**src/rtl/uart_pkg.sv**
```systemverilog
// Shared constants for the UART Avalon controller: register map, bit positions, widths.
package uart_pkg;

  localparam int DIV_W = 16;
  localparam int CTRL_W = 4;
  localparam int STATUS_W = 6;

  // Register word addresses
  localparam logic [1:0] ADDR_DATA   = 2'd0;
  localparam logic [1:0] ADDR_STATUS = 2'd1;
  localparam logic [1:0] ADDR_DIV    = 2'd2;
  localparam logic [1:0] ADDR_CTRL   = 2'd3;

  // STATUS bit positions
  localparam int ST_RX_NOT_EMPTY = 0;
  localparam int ST_TX_EMPTY     = 1;
  localparam int ST_TX_FULL      = 2;
  localparam int ST_RX_FULL      = 3;
  localparam int ST_RX_OVERRUN   = 4;
  localparam int ST_TX_OVERFLOW  = 5;

  // CONTROL bit positions (flush bits are write-only strobes)
  localparam int CTRL_TX_EN    = 0;
  localparam int CTRL_IE_RX    = 1;
  localparam int CTRL_IE_TX    = 2;
  localparam int CTRL_IE_ERR   = 3;
  localparam int CTRL_FLUSH_TX = 8;
  localparam int CTRL_FLUSH_RX = 9;

endpackage

```
**src/rtl/uart_avalon_ctrl_if.sv**
```systemverilog
// Avalon-MM slave bus bundle for the UART controller, including its interrupt line.
interface uart_avalon_ctrl_if;
  import uart_pkg::*;

  logic [1:0]  avs_address;
  logic        avs_read;
  logic        avs_write;
  logic [31:0] avs_writedata;
  logic [31:0] avs_readdata;
  logic        irq;

  modport master (
    output avs_address, avs_read, avs_write, avs_writedata,
    input  avs_readdata, irq
  );

  modport slave (
    input  avs_address, avs_read, avs_write, avs_writedata,
    output avs_readdata, irq
  );
endinterface

```
**src/rtl/uart_sync_fifo.sv**
```systemverilog
// Single-clock FIFO with flush. Pointers carry one extra wrap bit so full and
// empty are distinguishable; the head entry is visible combinationally.
module uart_sync_fifo #(
  parameter int WIDTH = 8,
  parameter int DEPTH = 16
) (
  input  logic                     clk,
  input  logic                     reset_n,
  input  logic                     push_i,
  input  logic                     pop_i,
  input  logic                     flush_i,
  input  logic [WIDTH-1:0]         data_i,
  output logic [WIDTH-1:0]         data_o,
  output logic                     full_o,
  output logic                     empty_o,
  output logic [$clog2(DEPTH):0]   count_o
);
  localparam int AW = $clog2(DEPTH);

  logic [AW:0]      wr_ptr_q, wr_ptr_d;
  logic [AW:0]      rd_ptr_q, rd_ptr_d;
  logic [WIDTH-1:0] mem_q [DEPTH];
  logic             push_ok, pop_ok;

  assign empty_o = (wr_ptr_q == rd_ptr_q);
  assign full_o  = (wr_ptr_q[AW] != rd_ptr_q[AW]) && (wr_ptr_q[AW-1:0] == rd_ptr_q[AW-1:0]);
  assign count_o = wr_ptr_q - rd_ptr_q;
  assign data_o  = mem_q[rd_ptr_q[AW-1:0]];

  // A pop on an empty FIFO is ignored; a push into a full FIFO only lands if a pop frees a slot.
  assign pop_ok  = pop_i && !empty_o && !flush_i;
  assign push_ok = push_i && !flush_i && (!full_o || pop_ok);

  // Pointer next-state: flush discards everything, including a same-cycle push.
  always_comb begin
    wr_ptr_d = wr_ptr_q;
    rd_ptr_d = rd_ptr_q;
    if (flush_i) begin
      rd_ptr_d = wr_ptr_q;
    end else begin
      if (push_ok) wr_ptr_d = wr_ptr_q + 1'b1;
      if (pop_ok)  rd_ptr_d = rd_ptr_q + 1'b1;
    end
  end

  // Pointer registers.
  always_ff @(posedge clk or negedge reset_n) begin
    if (!reset_n) begin
      wr_ptr_q <= '0;
      rd_ptr_q <= '0;
    end else begin
      wr_ptr_q <= wr_ptr_d;
      rd_ptr_q <= rd_ptr_d;
    end
  end

  // Storage write; contents need no reset since pointers define validity.
  always_ff @(posedge clk) begin
    if (push_ok) mem_q[wr_ptr_q[AW-1:0]] <= data_i;
  end
endmodule

```
**src/rtl/uart_avalon_ctrl.sv**
```systemverilog
// UART controller: Avalon register file, baud tick generator, TX/RX FIFOs,
// sticky error flags and a registered level interrupt.
module uart_avalon_ctrl
  import uart_pkg::*;
#(
  parameter int               TX_DEPTH  = 16,
  parameter int               RX_DEPTH  = 16,
  parameter logic [DIV_W-1:0] DIV_RESET = 16'd433
) (
  input  logic               clk,
  input  logic               reset_n,
  uart_avalon_ctrl_if.slave  avs,
  output logic               core_baud_tick,
  output logic               core_tx_valid,
  input  logic               core_tx_ready,
  output logic [7:0]         core_tx_data,
  input  logic               core_rx_ready,
  input  logic [7:0]         core_rx_data
);
  logic [DIV_W-1:0]  div_q, div_d, cnt_q, cnt_d;
  logic              tick_q, tick_d;
  logic [CTRL_W-1:0] ctrl_q, ctrl_d;
  logic              rx_overrun_q, rx_overrun_d, tx_overflow_q, tx_overflow_d;
  logic              irq_q, irq_d;
  logic [31:0]       readdata_q, readdata_d;

  logic wr_data, wr_status, wr_div, wr_ctrl, rd_data;
  logic flush_tx, flush_rx, tx_pop, tx_drop, rx_drop;
  logic tx_full, tx_empty, rx_full, rx_empty;
  logic [7:0] rx_head;
  logic [$clog2(TX_DEPTH):0] tx_count;
  logic [$clog2(RX_DEPTH):0] rx_count;
  logic [STATUS_W-1:0] status;

  assign wr_data   = avs.avs_write && (avs.avs_address == ADDR_DATA);
  assign wr_status = avs.avs_write && (avs.avs_address == ADDR_STATUS);
  assign wr_div    = avs.avs_write && (avs.avs_address == ADDR_DIV);
  assign wr_ctrl   = avs.avs_write && (avs.avs_address == ADDR_CTRL);
  assign rd_data   = avs.avs_read  && (avs.avs_address == ADDR_DATA);
  assign flush_tx  = wr_ctrl && avs.avs_writedata[CTRL_FLUSH_TX];
  assign flush_rx  = wr_ctrl && avs.avs_writedata[CTRL_FLUSH_RX];

  // Clearing tx_en only masks valid; the head byte stays queued.
  assign core_tx_valid = ctrl_q[CTRL_TX_EN] && !tx_empty;
  assign tx_pop        = core_tx_valid && core_tx_ready;
  // A drop is a push that finds no room; a flush-discarded push is not a drop.
  assign tx_drop = wr_data && tx_full && !tx_pop && !flush_tx;
  assign rx_drop = core_rx_ready && rx_full && !rd_data && !flush_rx;

  uart_sync_fifo #(.WIDTH(8), .DEPTH(TX_DEPTH)) u_tx_fifo (
    .clk(clk), .reset_n(reset_n), .push_i(wr_data), .pop_i(tx_pop), .flush_i(flush_tx),
    .data_i(avs.avs_writedata[7:0]), .data_o(core_tx_data), .full_o(tx_full),
    .empty_o(tx_empty), .count_o(tx_count)
  );

  uart_sync_fifo #(.WIDTH(8), .DEPTH(RX_DEPTH)) u_rx_fifo (
    .clk(clk), .reset_n(reset_n), .push_i(core_rx_ready), .pop_i(rd_data), .flush_i(flush_rx),
    .data_i(core_rx_data), .data_o(rx_head), .full_o(rx_full),
    .empty_o(rx_empty), .count_o(rx_count)
  );

  // Occupancy counts and the upper write-data bits have no consumer here.
  logic unused_bits;
  assign unused_bits = ^{tx_count, rx_count, avs.avs_writedata[31:16]};

  assign status[ST_RX_NOT_EMPTY] = !rx_empty;
  assign status[ST_TX_EMPTY]     = tx_empty;
  assign status[ST_TX_FULL]      = tx_full;
  assign status[ST_RX_FULL]      = rx_full;
  assign status[ST_RX_OVERRUN]   = rx_overrun_q;
  assign status[ST_TX_OVERFLOW]  = tx_overflow_q;

  // Baud down-counter: pulse and reload at zero; a DIVISOR write restarts the period.
  always_comb begin
    cnt_d  = cnt_q - 1'b1;
    tick_d = 1'b0;
    if (wr_div) begin
      cnt_d = avs.avs_writedata[DIV_W-1:0];
    end else if (cnt_q == '0) begin
      cnt_d  = div_q;
      tick_d = 1'b1;
    end
  end

  // Register writes, sticky flags (set beats W1C), interrupt and read mux.
  always_comb begin
    div_d  = wr_div  ? avs.avs_writedata[DIV_W-1:0]  : div_q;
    ctrl_d = wr_ctrl ? avs.avs_writedata[CTRL_W-1:0] : ctrl_q;
    rx_overrun_d  = (rx_overrun_q  && !(wr_status && avs.avs_writedata[ST_RX_OVERRUN]))  || rx_drop;
    tx_overflow_d = (tx_overflow_q && !(wr_status && avs.avs_writedata[ST_TX_OVERFLOW])) || tx_drop;
    irq_d = (ctrl_q[CTRL_IE_RX] && !rx_empty) || (ctrl_q[CTRL_IE_TX] && tx_empty) ||
            (ctrl_q[CTRL_IE_ERR] && (rx_overrun_q || tx_overflow_q));
    readdata_d = '0;
    if (avs.avs_read) begin
      case (avs.avs_address)
        ADDR_DATA:   if (!rx_empty) readdata_d = {23'd0, 1'b1, rx_head};
        ADDR_STATUS: readdata_d[STATUS_W-1:0] = status;
        ADDR_DIV:    readdata_d[DIV_W-1:0] = div_q;
        default:     readdata_d[CTRL_W-1:0] = ctrl_q;
      endcase
    end
  end

  // State registers, cleared immediately on reset.
  always_ff @(posedge clk or negedge reset_n) begin
    if (!reset_n) begin
      div_q         <= DIV_RESET;
      cnt_q         <= DIV_RESET;
      tick_q        <= 1'b0;
      ctrl_q        <= '0;
      rx_overrun_q  <= 1'b0;
      tx_overflow_q <= 1'b0;
      irq_q         <= 1'b0;
      readdata_q    <= '0;
    end else begin
      div_q         <= div_d;
      cnt_q         <= cnt_d;
      tick_q        <= tick_d;
      ctrl_q        <= ctrl_d;
      rx_overrun_q  <= rx_overrun_d;
      tx_overflow_q <= tx_overflow_d;
      irq_q         <= irq_d;
      readdata_q    <= readdata_d;
    end
  end

  assign core_baud_tick   = tick_q;
  assign avs.avs_readdata = readdata_q;
  assign avs.irq          = irq_q;
endmodule

```
**src/flat_wrapper.sv**
```systemverilog
// flat-port wrapper written by rule: the top's interface ports become plain ports
module uart_avalon_ctrl_flat import uart_pkg::*;
#(
  parameter int               TX_DEPTH  = 16,
  parameter int               RX_DEPTH  = 16,
  parameter logic [DIV_W-1:0] DIV_RESET = 16'd433
)
  (clk, reset_n, core_baud_tick, core_tx_valid, core_tx_ready, core_tx_data, core_rx_ready, core_rx_data, avs_avs_address, avs_avs_read, avs_avs_write, avs_avs_writedata, avs_avs_readdata, avs_irq);
  uart_avalon_ctrl_if avs_i ();
  input  logic clk;
  input  logic reset_n;
  output logic core_baud_tick;
  output logic core_tx_valid;
  input  logic core_tx_ready;
  output logic [7:0] core_tx_data;
  input  logic core_rx_ready;
  input  logic [7:0] core_rx_data;
  input wire logic [$bits(avs_i.avs_address)-1:0] avs_avs_address;
  input wire logic [$bits(avs_i.avs_read)-1:0] avs_avs_read;
  input wire logic [$bits(avs_i.avs_write)-1:0] avs_avs_write;
  input wire logic [$bits(avs_i.avs_writedata)-1:0] avs_avs_writedata;
  output wire logic [$bits(avs_i.avs_readdata)-1:0] avs_avs_readdata;
  output wire logic [$bits(avs_i.irq)-1:0] avs_irq;
  assign avs_i.avs_address = avs_avs_address;
  assign avs_i.avs_read = avs_avs_read;
  assign avs_i.avs_write = avs_avs_write;
  assign avs_i.avs_writedata = avs_avs_writedata;
  assign avs_avs_readdata = avs_i.avs_readdata;
  assign avs_irq = avs_i.irq;
  uart_avalon_ctrl #(.TX_DEPTH(TX_DEPTH), .RX_DEPTH(RX_DEPTH), .DIV_RESET(DIV_RESET)) u_core (.clk(clk), .reset_n(reset_n), .avs(avs_i), .core_baud_tick(core_baud_tick), .core_tx_valid(core_tx_valid), .core_tx_ready(core_tx_ready), .core_tx_data(core_tx_data), .core_rx_ready(core_rx_ready), .core_rx_data(core_rx_data));
endmodule
```
**config.mk**
```make
export PLATFORM = sky130hd
export DESIGN_NAME = uart_avalon_ctrl_flat
export DESIGN_NICKNAME = d
export VERILOG_FILES = /design/src/rtl/uart_pkg.sv /design/src/rtl/uart_avalon_ctrl_if.sv /design/src/rtl/uart_sync_fifo.sv /design/src/rtl/uart_avalon_ctrl.sv /design/src/flat_wrapper.sv
export SDC_FILE = /design/constraint.sdc
export NUM_CORES = 1
export LEC_CHECK = 0
export ABC_AREA = 1
export ABC_CLOCK_PERIOD_IN_PS = 6100
export BUFFER_PORTS_ARGS = -buffer_cell sky130_fd_sc_hd__clkbuf_2
export CORE_ASPECT_RATIO = 0.7
export CORE_MARGIN = 5
export CORE_UTILIZATION = 30
export DETAILED_ROUTE_END_ITERATION = 8
export HOLD_SLACK_MARGIN = 0.1
export PLACE_DENSITY = 0.55
export SLEW_MARGIN = 20
export SYNTH_ARGS = -nofsm -noshare
export SYNTH_HDL_FRONTEND = slang
export SYNTH_SLANG_ARGS = --single-unit
```
**constraint.sdc**
```tcl
create_clock -name clk -period 6.1 [get_ports clk]
set_input_delay 1.22 -clock clk [delete_from_list [all_inputs] [get_ports clk]]
set_output_delay 1.22 -clock clk [all_outputs]
set_load 0.01 [all_outputs]
```
==> impl_metrics.ini, run 1 <==
[cts]
clkTransAtPathRegs_ns = 0.06
post-cts-setup-buffers = 0
clock_path_buffers = 3
cts_buffers = 36
cts_tree = yes
cts_sinks = 332
insertion_delay_ns = 0.54
cts_resized = 0
cts-root-buf = clkbuf_16
cts_hold_buffers = 0
htree_levels = 2

[route]
via_count = 9864
wirelength_um = 37000
drt_iter0_drc = 909
ant_nets = 0
wl_per_cell_um = 17.5
drt_first_pass_iters = 6
via_per_inst = 4.67
drc = 0

[global_route]
grtUsageMet1 = 0.214
grt_use_total = 0.137
grt_max_degree = 69
grtUsageMet3 = 0.0221
gr-max-usage-layer = met1
met2_usage = 0.199
grt_pass1_wl_um = 56900
grt_remaining_overflow = 0
grt_pass1_vias = 9416
antenna_found_initial = 0

[setup_path]
critPathLaunchType = flip-flop
criticalPathCategory = flip-flop to primary output
slowest_delay_ns = 0.44
critPathMostFrequentCell = nand3_1
required_ns = 4.88
endpoint_kind = primary output
crit_fanout = 34
cpMaxStageDelayCell = buf_4
crit_arrival_ns = 2.77
cp_cell_sequence = inv_2 -> buf_4 -> o21ai_0 -> o221ai_1 -> nand3_1 -> nand3_1 -> clkbuf_2

[finish]
drive_above_1_share = 0.115
num-nets-final = 1488
ff_latch_area_um2 = 9600
final_common_cell = nand2_1
multi_input_area_um2 = 4320
area_delta_synth_final_pct = 14.0
fillCellCount = 4823
final_cell_mix = nand2_1 (323), edfxtp_1 (256), nor2_1 (207)
n_antenna_cell = 0

[timing]
worstMarginPinSlew_ns = 0.888
rsz0062_at_grt = no
fin_skew_ns = 0.0213
min_period_ns = 3.99
maxSlewHeadroom = 0.406
fmax_ghz = 0.251
slew_violations = 0
period_share = 0.654
setup_viol = 0
tns_ns = 0
whs_ns = 0.479
hold_viol = 0

[logic_synthesis]
synth_fa_ha_area_frac = 0.0103
synth_edf_count = 256
synth_compound_area_frac = 0.0847
ys_async_sr_fraction = 0.229
yosys.cell_types.count = 42
synth-simple-area-share = 0.183
synthXorXnorAreaFrac = 0.0120
synth_ff_type = edfxtp_1
syn_inst = 1385
synthMuxAreaShare = 0.00232
synth_top_family_by_area = simple AND/OR/NAND/NOR gates
ys_ff_latch = 332
syn-cell-area_um2 = 14600
yosys_warnings = 0
ys_seq_area_frac = 0.659
synth.avg_cell_area_um2 = 10.5

[job]
maxCapViolations = 0

[floorplanning]
io_pins = 91
start_util = 0.304
dieArea_um2 = 53100
rows = 67
fp.dieW_um = 273
die_h_um = 194
core_area_um2 = 48000

[place]
numPortBuffers = 58
dp.final_hpwl_um = 23900
gp_congestion = 0.835

[power]
power_density_nw_per_um2 = 442
p_leak_nw = 6.32
ir_worst_vdd_uv = 178

[run_status]
status = completed

[worst_hold_path]
hp-class = flip-flop to flip-flop
==> layout make-up <==
type,count,area share
clock buffers,47,0.0585
clock inverters,19,0.0157
inverters,75,0.0170
multi-input cells,917,0.260
flip-flops and latches,332,0.578
well taps,655,0.0493
repair buffers,66,0.0212
==> through the flow <==
step                      worst slack, ns  utilization  area, um^2  cells  total power (W)
final                                2.11        0.346       16600   2111          0.00734
after global placement               2.60        0.321       15400   2045          0.00508
after global routing                 1.97        0.346       16600   2111          0.00777
after detailed placement             2.55        0.321       15400   2045          0.00510
after CTS                            2.10        0.346       16600   2111          0.00739
after floorplan                      3.36            -       14600   1400          0.00438
==> worst max-delay path, delay by kind of cell, from the launching register on <==
family                 cells  cell delay [ns]
AOI/OAI and AO/OA          2             0.50
buffers and inverters      3             0.98
DFF                        1             0.40
and+or+nand+nor            2             0.32
==> registers in the layout, summed over array words and instances, names as in the netlist <==
register and count:
u_core.rx_overrun_q 1, u_core.u_tx_fifo.mem_q 128, u_core.u_rx_fifo.wr_ptr_q 5, u_core.ctrl_q 4
u_core.core_baud_tick 1, u_core.u_tx_fifo.wr_ptr_q 5, u_core.avs.irq 1, u_core.avs.avs_readdata 16
u_core.u_tx_fifo.rd_ptr_q 5, u_core.div_q 16, u_core.cnt_q 16, u_core.u_rx_fifo.rd_ptr_q 5
u_core.tx_overflow_q 1, u_core.u_rx_fifo.mem_q 128
==> final timing paths <==
| kind | startpoint | end | slack [ns] | cells past startpoint |
|---|---|---|---|---|
| max | u_core.u_tx_fifo.rd_ptr_q[0] | core_tx_data[5] | 2.11 | 7 |
| min | u_core.div_q[0] | u_core.div_q[0] | 0.48 | 2 |
| min in group asynchronous | reset_n | u_core.avs.avs_readdata[13] | 0.58 | 1 |
| max reg2reg | u_core.u_tx_fifo.rd_ptr_q[0] | u_core.u_tx_fifo.mem_q[8][7] | 2.95 | 10 |
| min reg2reg | u_core.div_q[0] | u_core.div_q[0] | 0.48 | 2 |
| max in group asynchronous | reset_n | u_core.u_rx_fifo.rd_ptr_q[0] | 4.45 | 2 |
==> Yosys cell counts (2+ instances only) <==
cell	n	area, um^2
nand2_1	323	1210
edfxtp_1	256	7690
nor2_1	207	777
o21ai_0	155	776
nand3_1	82	410
inv_1	67	251
dfrtp_1	66	1650
clkbuf_1	27	101
buf_4	24	180
o22ai_1	23	144
buf_2	20	100
xor2_1	15	131
o211ai_1	13	97.6
o221ai_1	13	114
ha_1	12	150
a21oi_1	10	50.1
dfstp_2	10	263
inv_2	6	22.5
nand2_4	5	56.3
xnor2_1	5	43.8
nor2_2	4	25.0
nor2_4	4	45.0
or2_2	4	25.0
buf_6	3	33.8
mux2_2	3	33.8
nand2_2	3	18.8
nand3b_1	3	22.5
o21ai_1	3	15.0
buf_1	2	7.51
clkinv_1	2	7.51
nand3_2	2	20.0
nand4_1	2	12.5
o21bai_1	2	15.0
==> per-layer routing <==
layer | part of all wire | vias up | routed length (um)
li1 | - | 4794 | -
met1 | 0.50 | 4757 | 18400
met2 | 0.43 | 271 | 15900
met3 | 0.059 | 42 | 2170
met4 | 0.015 | 0 | 564
met5 | 0 | - | 0
==> power by group <==
group          internal [W]  switching, W  leakage (nW)  total (W)
sequential          0.00268      0.000229          3.26    0.00291
combinational      0.000650       0.00151          2.47    0.00216
clock               0.00135      0.000919         0.590    0.00227
==> kinds of logic after synthesis <==
logic type | after synthesis
AND/OR/NAND/NOR | 644
AO/OA/AOI/OAI | 222
XOR/XNOR | 20
flip-flops | 332
other | 1
multiplexers | 3
adder cells (fa/ha/maj) | 12
buffers and inverters | 151
(Power assumes the default switching activity.)
==> run 2, diff against run 1 <==
ABC_CLOCK_PERIOD_IN_PS = 3610   (was 6100)
PLACE_DENSITY = 0.57   (was 0.55)
clock period = 3.61 ns   (was 6.1 ns; I/O delays follow)
==> run 2 against run 1 <==
  * Global-route usage about the same
  * Largest cell class unchanged
  * Highest routed layer unchanged
  * Combinational power up 69%
  * Worst setup slack lost 1.7 ns
  * Power is 65% higher
==> impl_metrics.ini, run 2 (synthesized netlist as in run 1, its figures left out) <==
[timing]
slew_violations = 0
tns_ns = 0
worstMarginPinSlew_ns = 0.826
whs_ns = 0.223
period_share = 0.886
fmax_ghz = 0.313
setup_viol = 0
min_period_ns = 3.20
fin_skew_ns = 0.0251
rsz0062_at_grt = no
hold_viol = 0
maxSlewHeadroom = 0.447

[finish]
fillCellCount = 4854
area_delta_synth_final_pct = 13.8
final_cell_mix = nand2_1 (323), edfxtp_1 (256), nor2_1 (207)
n_antenna_cell = 0
finalInstanceArea_um2 = 16600
num-nets-final = 1496
drive_above_1_share = 0.114
final_common_cell = nand2_1

[power]
net-switching-power_w = 0.00442
ir_worst_vdd_uv = 331
internal-power_w = 0.00772
switching_share = 0.364
seqPwrFrac = 0.404
p_leak_nw = 6.31
p_comb_frac = 0.300
clkPwrFrac = 0.296
power_density_nw_per_um2 = 732
power.total_w = 0.0121

[setup_path]
endpoint_kind = primary output
crit_fanout = 31
critPathLaunchType = flip-flop
r2r_slack_ns = 0.92
crit_arrival_ns = 2.48
required_ns = 2.89
rr_startpoint = u_core.u_rx_fifo.rd_ptr_q[0]
reg2reg_to = u_core.u_rx_fifo.mem_q[11][1]
reg2reg_depth = 8
criticalPathCategory = flip-flop to primary output

[cts]
cts_hold_buffers = 0
clkTransAtPathRegs_ns = 0.06
htree_levels = 2
post-cts-setup-buffers = 0
cts_resized = 0
insertion_delay_ns = 0.54
cts_buffers = 37
cts_tree = yes
cts_sinks = 332
cts-root-buf = clkbuf_16
clock_path_buffers = 3

[place]
numPortBuffers = 58
gp_congestion = 0.854
dpl_cell_area_um2 = 15400
dp.final_hpwl_um = 24400

[floorplanning]
core_area_um2 = 48000
start_util = 0.304
rows = 67
fp.dieW_um = 273
dieArea_um2 = 53100
die_h_um = 194
io_pins = 91

[global_route]
antenna_found_initial = 0
grt_pass1_wl_um = 57100
grt_max_degree = 77
grt_pass1_vias = 9658
grt_use_total = 0.137
grt_remaining_overflow = 0

[route]
wl_per_cell_um = 17.2
ant_nets = 0
drc = 0
drt_iter0_drc = 968
wirelength_um = 36500
via_count = 9907
via_per_inst = 4.67
drt_first_pass_iters = 5

[worst_hold_path]
hp-class = primary input to asynchronous set/reset pin

[job]
maxCapViolations = 0

[run_status]
status = completed
[run 2: area by class of cell]
type,count,area (um^2),share of cell area
sequential,332,9600,0.579
multi-input combinational,917,4320,0.260
clock buffer,52,992,0.0598
tap,655,820,0.0494
timing repair buffer,73,409,0.0247
inverter,75,282,0.0170
clock inverter,16,158,0.00951
[run 2: critical path: stages, from the launching register on]
cell      delay, ns
dfrtp_2        0.41
inv_2          0.41
buf_4          0.33
o21ai_0        0.10
o22ai_1        0.28
nand2_1        0.12
nand3_1        0.14
clkbuf_2       0.15
[run 2: worst max-delay path by stage]
stage | from | endpoint | slack, ns | cells past startpoint
final | u_core.u_tx_fifo.rd_ptr_q[0] | core_tx_data[6] | 0.41 | 7
after CTS | u_core.u_tx_fifo.rd_ptr_q[0] | core_tx_data[6] | 0.45 | 7
after floorplan | avs_avs_write | u_core.u_tx_fifo.mem_q[12][0] | 1.37 | 8
after global placement | avs_avs_write | u_core.u_rx_fifo.mem_q[12][5] | 0.73 | 8
after detailed placement | avs_avs_write | u_core.u_rx_fifo.mem_q[11][3] | 0.65 | 8
after global routing | u_core.u_tx_fifo.rd_ptr_q[0] | core_tx_data[6] | 0.18 | 7
[run 2: stage by stage]
stage	std cells	util	setup WS, ns
detailed placement	2052	0.322	0.650
floorplan	1400	-	1.37
finish	2120	0.346	0.411
global route	2120	0.346	0.179
CTS	2120	0.346	0.445
global placement	2052	0.322	0.730
[run 2: metal layers]
layer / up-vias / track usage / share of wire
li1: 4802 / - / -
met1: 4809 / 0.215 / 0.51
met2: 246 / 0.195 / 0.42
met3: 50 / 0.0217 / 0.060
met4: 0 / 0.0359 / 0.019
met5: - / 0 / 0
[run 2: power groups by stage]
stage | Sequential [W] | Combinational (W) | Clock, W
after floorplan | 0.00479 | 0.00262 | 0
after global placement | 0.00497 | 0.00361 | 0
after detailed placement | 0.00497 | 0.00365 | 0
after CTS | 0.00490 | 0.00366 | 0.00367
after global routing | 0.00496 | 0.00414 | 0.00383
final | 0.00490 | 0.00365 | 0.00359
==> run 3, diff against run 2 <==
ABC_AREA = default   (was 1)
CORE_MARGIN = 2   (was 5)
==> run 3 against run 2 <==
  * Hold slack better by 0.064 ns
  * Count of clock-buffer cells in the layout is 5 lower
  * Critical endpoint is now core_tx_data[0]
  * Register-to-register slack worse by 0.09 ns
  * Sequential share of layout area is 1.4 points higher
  * Critical path depth is 2 lower
  * Non-clock buffer count is 7 higher
  * Via count is 22% lower
  * Sequential power is 3% higher
  * Global-route usage is 0.77 points lower
  * Highest routed layer unchanged
  * Combinational power is 13% lower
  * Sequential cell count stayed put
==> impl_metrics.ini, run 3 <==
[logic_synthesis]
yosys_warnings = 0
yosys.area.top_type = edfxtp_1
synth.avg_cell_area_um2 = 16.2
synth_ff_type = edfxtp_1
yosys.cell_types.count = 59
ys_seq_area_frac = 0.685
synth_common_cells = edfxtp_1 (256), nand2_1 (74), dfrtp_1 (66)
synth_edf_count = 256
yosys.area.top_type_share = 0.548
yosysMostFrequentCell = edfxtp_1
syn-cell-area_um2 = 14000
synth_top_cells_by_area = edfxtp_1 (55%), dfrtp_1 (12%), mux4_2 (9.2%)
ys_ff_latch = 332
syn_inst = 864
ys_async_sr_fraction = 0.229

[power]
seqPwrFrac = 0.418
switching_share = 0.307
power_density_nw_per_um2 = 745
clkPwrFrac = 0.318
p_leak_nw = 5.83
p_comb_frac = 0.265
ir_worst_vdd_uv = 307
net-switching-power_w = 0.00370
internal-power_w = 0.00835

[cts]
cts_hold_buffers = 0
cts_tree = yes
post-cts-setup-buffers = 0
clkTransAtPathRegs_ns = 0.06
cts_sinks = 332
htree_levels = 2
insertion_delay_ns = 0.52
cts-root-buf = clkbuf_16
clock_path_buffers = 3
cts_buffers = 36

[setup_path]
critPathLaunchType = flip-flop
required_ns = 2.89
crit_fanout = 15
crit_arrival_ns = 2.58
criticalPathCategory = flip-flop to primary output
endpoint_kind = primary output

[run_status]
status = completed

[route]
ant_nets = 0
wirelength_um = 31400
wl_per_cell_um = 20.0
met3_length_um = 1390
met1_length_um = 16000
wl_met2_um = 13600
drt_first_pass_iters = 5
via_count = 7689
drt_iter0_drc = 743
drc = 0
via_per_inst = 4.89
highest_layer = met4

[timing]
worstMarginPinSlew_ns = 0.902
setup_viol = 0
min_period_ns = 3.31
maxSlewHeadroom = 0.392
period_share = 0.916
tns_ns = 0
fin_skew_ns = 0.0189
hold_viol = 0
slew_violations = 0
rsz0062_at_grt = no
fmax_ghz = 0.302

[global_route]
antenna_found_initial = 0
grt_pass1_wl_um = 47500
grt_remaining_overflow = 0
grt_use_total = 0.129
grt_max_degree = 63
grt_pass1_vias = 7587

[finish]
fillCellCount = 4381
final_util = 0.349
num-nets-final = 994
final_common_cell = edfxtp_1
area_delta_synth_final_pct = 15.4
drive_above_1_share = 0.228
final_cell_mix = edfxtp_1 (256), nand2_1 (74), dfrtp_1 (65)
n_antenna_cell = 0

[place]
gp_congestion = 0.786
numPortBuffers = 58
dp.final_hpwl_um = 20600

[floorplanning]
dieArea_um2 = 48500
io_pins = 91
start_util = 0.303
rows = 66
core_area_um2 = 46300
die_h_um = 185
fp.dieW_um = 262

[job]
maxCapViolations = 0

[worst_hold_path]
hp-class = primary input to asynchronous set/reset pin
==> run 3: cell count changes after synthesis, moves of 19 or more <==
| cell | previous run | this run |
|---|---|---|
| o21ai_0 | 155 | 41 |
| mux4_2 | 0 | 57 |
| nand2_1 | 323 | 74 |
| a21oi_1 | 10 | 30 |
| and3_1 | 1 | 20 |
| nand3_1 | 82 | 9 |
| inv_1 | 67 | 6 |
| nor2_1 | 207 | 30 |
==> run 3: worst paths after layout <==
kind                                               from                      endpoint  slack [ns]  cells after the start
min reg2reg                             u_core.div_q[7]               u_core.div_q[7]        0.47                      2
min in group clk                  avs_avs_writedata[10]              u_core.div_q[10]        0.43                      3
max reg2reg                u_core.u_tx_fifo.rd_ptr_q[0]  u_core.u_tx_fifo.mem_q[7][1]        0.83                      6
max in group asynchronous                       reset_n  u_core.u_rx_fifo.wr_ptr_q[4]        2.63                      2
min                                             reset_n    u_core.avs.avs_readdata[7]        0.29                      1
max                        u_core.u_tx_fifo.rd_ptr_q[0]               core_tx_data[0]        0.30                      5
==> run 3: power by group through the flow <==
stage	clock network (W)	logic [W]	registers, W
after floorplan	0	0.00245	0.00488
after global placement	0	0.00318	0.00510
after detailed placement	0	0.00321	0.00511
after CTS	0.00392	0.00322	0.00504
after global routing	0.00407	0.00347	0.00510
final	0.00383	0.00319	0.00504
==> run 3: cell type report <==
cell class	count	area, um^2	share of cell area
flip-flops and latches	332	9610	0.594
clock inverters	19	241	0.0149
clock buffers	47	995	0.0615
well taps	612	766	0.0473
multi-input cells	478	4100	0.253
inverters	6	22.5	0.00139
repair buffers	80	458	0.0283
==> run 3: worst max-delay path, stage by stage, from the launching register on <==
cell and delay (ns):
dfrtp_4 0.61, buf_4 0.33, mux4_2 0.53, a211oi_1 0.34, a21oi_1 0.11, clkbuf_2 0.15
==> run 3: layer usage <==
metal | up-vias | track usage
met5 | - | 0
met4 | 0 | 0.0299
met3 | 38 | 0.0213
met2 | 158 | 0.190
met1 | 4008 | 0.198
li1 | 3485 | -
==> run 3: metrics by stage <==
step                setup slack [ns]  instances  power (W)  cell area [um^2]  hold WS, ns
floorplan                       1.14        879    0.00733             14100        0.426
global placement               0.622       1508    0.00827             14900        0.457
detailed placement             0.612       1508    0.00832             14900        0.457
CTS                           0.0682       1574     0.0122             16200        0.320
global route                   0.113       1574     0.0126             16200        0.334
finish                         0.303       1574     0.0121             16200        0.287
==> run 3: cell families after synthesis <==
| kind of cell | synth area share |
|---|---|
| xor gates and xnor gates | 0.0212 |
| AOI/OAI and AO/OA | 0.0505 |
| other | 0.000267 |
| buffers and inverters | 0.0270 |
| DFF | 0.685 |
| adders and majority gates | 0.0107 |
| muxes | 0.122 |
| and+or+nand+nor | 0.0834 |
==> run 3: timing repair <==
item | CTS | global route
setup endpoints to repair | 0 | 1
resized for setup | 0 | 1
hold endpoints to repair | 0 | 0
